--- src/rtl/vga_driver.sv ---
// vga_driver: VGA timing generator with registered sync, RGB and frame tick.
// Build option: define VGA_TEST_PATTERN_EN to show eight vertical color bars.
module vga_driver #(
    parameter int H_VISIBLE = 640,
    parameter int H_FRONT   = 16,
    parameter int H_SYNC    = 96,
    parameter int H_BACK    = 48,
    parameter int V_VISIBLE = 480,
    parameter int V_FRONT   = 10,
    parameter int V_SYNC    = 2,
    parameter int V_BACK    = 33
) (
    input  logic        CLOCK_25,
    input  logic        RESET_N,
    input  logic [2:0]  color,
    output logic [11:0] x,
    output logic [11:0] y,
    output logic        VGA_HS,
    output logic        VGA_VS,
    output logic        VGA_R,
    output logic        VGA_G,
    output logic        VGA_B,
    output logic        frame_tick
);

    localparam logic [11:0] H_LAST =
        12'(H_VISIBLE + H_FRONT + H_SYNC + H_BACK - 1);
    localparam logic [11:0] V_LAST =
        12'(V_VISIBLE + V_FRONT + V_SYNC + V_BACK - 1);
    localparam logic [11:0] H_VIS    = 12'(H_VISIBLE);
    localparam logic [11:0] V_VIS    = 12'(V_VISIBLE);
    localparam logic [11:0] HS_START = 12'(H_VISIBLE + H_FRONT);
    localparam logic [11:0] HS_END   = 12'(H_VISIBLE + H_FRONT + H_SYNC - 1);
    localparam logic [11:0] VS_START = 12'(V_VISIBLE + V_FRONT);
    localparam logic [11:0] VS_END   = 12'(V_VISIBLE + V_FRONT + V_SYNC - 1);

    logic [11:0] h_cnt;
    logic [11:0] v_cnt;
    logic        h_wrap;
    logic        v_wrap;
    logic        visible;
    logic        hs_act;
    logic        vs_act;
    logic        blank_start;
    logic [2:0]  pix;

    assign h_wrap = (h_cnt == H_LAST);
    assign v_wrap = (v_cnt == V_LAST);

    // Pixel and line counters; lines advance only when a line wraps.
    always_ff @(posedge CLOCK_25 or negedge RESET_N) begin
        if (!RESET_N) begin
            h_cnt <= '0;
            v_cnt <= '0;
        end else begin
            if (h_wrap) begin
                h_cnt <= '0;
                v_cnt <= v_wrap ? 12'd0 : v_cnt + 12'd1;
            end else begin
                h_cnt <= h_cnt + 12'd1;
            end
        end
    end

    // Visible-area decode and 1-based coordinates for the pixel source.
    always_comb begin
        visible     = (h_cnt < H_VIS) && (v_cnt < V_VIS);
        hs_act      = (h_cnt >= HS_START) && (h_cnt <= HS_END);
        vs_act      = (v_cnt >= VS_START) && (v_cnt <= VS_END);
        blank_start = (h_cnt == 12'd0) && (v_cnt == V_VIS);
        x           = visible ? h_cnt + 12'd1 : 12'd0;
        y           = visible ? v_cnt + 12'd1 : 12'd0;
    end

`ifdef VGA_TEST_PATTERN_EN
    localparam logic [11:0] BAR_W = 12'(H_VISIBLE / 8);
    logic unused_color;
    assign unused_color = ^color;
    // Bar index is the column divided by the bar width (x-1 == h_cnt).
    always_comb begin
        pix = 3'(h_cnt / BAR_W);
    end
`else
    // Pixel color comes straight from the external source.
    always_comb begin
        pix = color;
    end
`endif

    // Output stage: sync, color and tick share one register delay.
    always_ff @(posedge CLOCK_25 or negedge RESET_N) begin
        if (!RESET_N) begin
            VGA_HS     <= 1'b1;
            VGA_VS     <= 1'b1;
            VGA_R      <= 1'b0;
            VGA_G      <= 1'b0;
            VGA_B      <= 1'b0;
            frame_tick <= 1'b0;
        end else begin
            VGA_HS     <= ~hs_act;
            VGA_VS     <= ~vs_act;
            VGA_R      <= visible & pix[2];
            VGA_G      <= visible & pix[1];
            VGA_B      <= visible & pix[0];
            frame_tick <= blank_start;
        end
    end

endmodule
--- config.mk ---
export PLATFORM = sky130hd
export DESIGN_NAME = vga_driver
export DESIGN_NICKNAME = d
export VERILOG_FILES = /design/src/rtl/vga_driver.sv
export SDC_FILE = /design/constraint.sdc
export NUM_CORES = 1
export LEC_CHECK = 0
export CORE_ASPECT_RATIO = 0.9
export CORE_UTILIZATION = 35
export DETAILED_ROUTE_END_ITERATION = 6
export GPL_ROUTABILITY_DRIVEN = 0
export PLACE_DENSITY_LB_ADDON = 0.2
export SKIP_CTS_REPAIR_TIMING = 1
export SLEW_MARGIN = 0
export SYNTH_ARGS = -nofsm -noshare
export SYNTH_HDL_FRONTEND = slang
export SYNTH_SLANG_ARGS = --single-unit
--- constraint.sdc ---
create_clock -name CLOCK_25 -period 4.37 [get_ports CLOCK_25]
set_input_delay 0.874 -clock CLOCK_25 [delete_from_list [all_inputs] [get_ports CLOCK_25]]
set_output_delay 0.874 -clock CLOCK_25 [all_outputs]
set_load 0.02 [all_outputs]
# Yosys cells after proc, flatten, opt, wreduce, memory -nomap -nowiden
# Index checks and enable logic that the tools add are counted.
# word_totals
ff_bits,30
input_bits,5
output_inout_bits,30
elab_cells,33
# op_classes
n_addsub,2
order_cmp,6
n_eq_ne,3
mux,4
bitwise_logic,5
n_reduce_logical,5
# ops
cell,n
$mux W12,4
$add A12 B1 Y12 const B,2
$eq A12 B10 Y1 const B,2
$eq A12 B9 Y1 const B,1
$ge A12 B10 Y1 const B,1
$ge A12 B9 Y1 const B,1
$le A12 B10 Y1 const B,1
$le A12 B9 Y1 const B,1
$logic_not A12 Y1,1
$lt A12 B10 Y1 const B,1
$lt A12 B9 Y1 const B,1
$logic_and A1 B1 Y1,4
$and A1 B1 Y1,3
$not A1 Y1,2

# Longest topological paths before layout
# logic_depth
word_depth,3
depth_mapped,7
ltp_nobuf,6

# Least setup slack after synthesis
# No wires, ideal clock.
# synth_timing
kind,register to output
start,register v_cnt[0]
end,output port y[8]
arrival_time_ps,1484
required_ps,3496
path_slack_ps,2012
path_stages_with_launch,6
n_path_buf,0
path_cell_list,dfrtp_1 > ha_1 > and4_1 > nand3_1 > xor2_1 > nor2_1
# synth_between
elab_chain_cells,3
word_cells_on_any_way,4
classes_between,1 x add/sub; 1 x order compare; 1 x mux; 1 x reduce/logical
# synth_lines
element,line,source
start: declaration,38,logic [11:0] v_cnt;
start signal: assignment,58,v_cnt <= v_wrap ? 12'd0 : v_cnt + 12'd1;
$lt A12 B9 Y1,67,visible = (h_cnt < H_VIS) && (v_cnt < V_VIS);
$logic_and A1 B1 Y1,67,
$mux W12 (*),72,y = visible ? v_cnt + 12'd1 : 12'd0;
end: declaration,17,"output logic [11:0] y,"
# Mark *: on every way between the ends. The rest lies on a longest branch, timed or not.

# Worst setup path in the final report
# layout_timing
start,register v_cnt[9]
end,output port x[2]
# layout_between
elab_chain_cells,3
# layout_lines
element,line,source
$lt A12 B9 Y1,67,
$logic_and A1 B1 Y1,67,
$mux W12,71,x = visible ? h_cnt + 12'd1 : 12'd0;
end: declaration,16,"output logic [11:0] x,"
# Every way passes these cells.

==> out/results.tsv <==
stage	metric	value	unit
routing	drt_wl_total	3.76	mm
critical_path	worst-endpoint-required	3.50	ns
sta	finalClockSkew	0.00533	ns
sta	hold_viol_final	0	
placement	port_buffers	29	
worst_hold_path	hold_path_class	flop to flop	
placement	place_hpwl	2.64	mm
critical_path	cp_data_arrival_time	2.54	ns
cells_and_area	areaGrowthSynthToFinish	23.3	%
clocking	clock-root-buffer	clkbuf_8	
critical_path	max_stage_delay	0.61	ns
clocking	cts_htree_levels	2	
global_route	grt_pass1_vias	1256	
cells_and_area	fin_area	2130	sq um
routing	drtIter0Drc	102	
cells_and_area	final_layout_size_suffix_gt1_share	7.21	%
floorplanning	io_pins	35	
flow_run	cap_violations	0	
outcome	status	finished clean	
power_and_ir_drop	p_total	527	uW
global_route	grt_pass1_wl	6.27	mm
sta	setup_viol	0	
synthesis	ys_seq_elements	30	
synthesis	yosysTopAreaCell	dfrtp_1	
synthesis	synth_cell_type_count	34	
synthesis	syn_area	1730	sq um
cells_and_area	fillers	467	
synthesis	synth_seq_area_share	43.6	%
clocking	clkLatencyLatePin	0.28	ns
critical_path	end_kind	output port	
synthesis	ys.warnings.count	0	
routing	wl_per_cell	13.2	microns
clocking	path_clk_slew	0.06	ns
critical_path	worst-path-max-fanout	12	
routing	dr.pass1.iters	4	
sta	period_share	78.2	%
global_route	grt_util_all_layers	15.8	%
synthesis	synth_ff_type	dfrtp_1	
synthesis	syn_avg_cell_area	8.82	sq um
floorplanning	start_util	37.5	%
synthesis	synth_top_cell_area_share	40.6	%
floorplanning	rows	23	
routing	drc	0	
routing	vias	1415	
floorplanning	die_w	76.1	microns
power_and_ir_drop	p_per_area	247	nW/um^2
clocking	cts_sinks	30	
power_and_ir_drop	p_leak	0.900	nW
critical_path	cp-start-kind	flop	
global_route	antenna_found_initial	0	
global_route	grt_max_degree	31	
sta	fin_crit	3.42	ns
critical_path	worstSetupPathType	flop to output port	
global_route	gr-total-overflow	0	
synthesis	async_flop_share	100	%
sta	holdWs	0.501	ns
critical_path	crit_path_top_delay_cell	clkdlybuf4s50_1	
clocking	cts_tree	built	
placement	placed_area	2040	sq um
sta	clock.fmax	293	MHz
sta	worst_pin_slew	0.613	ns
floorplanning	die_h	68.7	microns
floorplanning	die-area	5220	sq um
floorplanning	core-area	4600	sq um
synthesis	postSynthCellCount	196	
sta	fin_setup_tns	0	ns
routing	vias_per_cell	4.98	
clocking	clockBufferDepth	2	
sta	rsz0062_at_grt	no	
critical_path	crit_chain	nor3_1 > nand4_1 > buf_4 > nor2b_1 > clkdlybuf4s50_1	
cells_and_area	layout.nets	230	
placement	pre_cts_slack	1.21	ns
sta	slew_viol_final	0	
synthesis	synth_edf_count	0	
synthesis	yosys-top-cells-count	nor2_1 (31), dfrtp_1 (28), a31oi_1 (14), nand3_1 (14), inv_1 (12)	
clocking	cts-buffers-inserted	5	
power_and_ir_drop	peakVddDrop	0.000157	V
synthesis	synth_most_common_cell	nor2_1	
sta	relSlewSlack	59.0	%
routing	antenna_left	0	
sta	setup_slack	0.953	ns
synthesis	synth.area.top_cells	dfrtp_1 (41%), nor2_1 (6.7%), a31oi_1 (5.1%)	
cells_and_area	antenna_cells	0	
cell type report:
class                           count  area (sq um)  share of cell area [%]
Inverter                           12          45.0                    2.11
Timing Repair Buffer               32           313                    14.7
Tap cell                           62          77.6                    3.64
Clock inverter                      1          5.00                   0.235
Clock buffer                        7          86.3                    4.05
Sequential cell                    30           753                    35.3
Multi-Input combinational cell    140           851                    39.9
critical path: cells and delay by family, from the launching register on:
family | cells | cell delay, ns
buf+inv | 2 | 0.97
flops | 1 | 0.43
simple gates | 3 | 0.86
report_power, final:
group	internal [mW]	switching, mW
combinational	0.00658	0.0124
sequential	0.279	0.000397
clock	0.127	0.101
total	0.413	0.114
per-layer routing:
layer	vias up	track usage, %	part of all wire, %
li1	720	-	-
met1	638	22.4	51
met2	50	22.3	41
met3	7	3.82	6.6
met4	0	8.65	1.8
met5	-	0	0
flip-flops by register name (all words and copies together) (netlist names):
| register | count |
|---|---|
| v_cnt | 12 |
| VGA_R | 1 |
| VGA_B | 1 |
| VGA_HS | 1 |
| frame_tick | 1 |
| h_cnt | 12 |
| VGA_VS | 1 |
| VGA_G | 1 |
worst paths after layout:
path | startpoint | endpoint | slack [ns] | depth (start not counted)
min in group asynchronous | RESET_N | v_cnt[6] | 0.98 | 2
max in group asynchronous | RESET_N | VGA_VS | 3.07 | 2
setup reg to reg | v_cnt[0] | v_cnt[4] | 2.26 | 6
hold reg to reg | h_cnt[11] | h_cnt[11] | 0.50 | 1
hold / removal | h_cnt[11] | h_cnt[11] | 0.50 | 1
setup / recovery | v_cnt[9] | x[2] | 0.95 | 5
cells in the final DEF, fill, tap and decap left out, drive strengths merged:
cell,instances
o21ai,3
o211ai,1
and2,2
nor4,3
o22ai,2
nand3,14
nor4b,2
xnor2,10
and4,3
nor4bb,1
xor2,7
nor3,6
o31ai,1
or4,2
nor2b,4
a41oi,2
ha,4
dfrtp,28
and3,3
a21oi,1
dfstp,2
clkdlybuf4s50,29
nand3b,1
conb,5
clkbuf,7
nor2,31
inv,12
nand4,7
buf,3
clkinv,1
nand2,10
a31oi,14
or3,1
metrics by stage:
step           util (%)  std cells
4_1_cts            46.3        284
5_1_grt            46.3        284
3_5_place_dp       44.3        276
6_report           46.3        284
3_3_place_gp       44.3        276
2_1_floorplan         -        200
logic make-up (layout without fill, tap and decap cells):
| group | after synthesis | after routing | synth area share (%) |
|---|---|---|---|
| and+or+nand+nor | 90 | 90 | 27.8 |
| DFF | 30 | 30 | 43.6 |
| buffers and inverters | 30 | 52 | 8.04 |
| AOI/OAI and AO/OA | 24 | 24 | 8.83 |
| xor gates and xnor gates | 17 | 17 | 8.62 |
| adders and majority gates | 4 | 4 | 2.90 |
| other | 1 | 5 | 0.217 |
No activity file was read; power rests on OpenSTA's default activity.
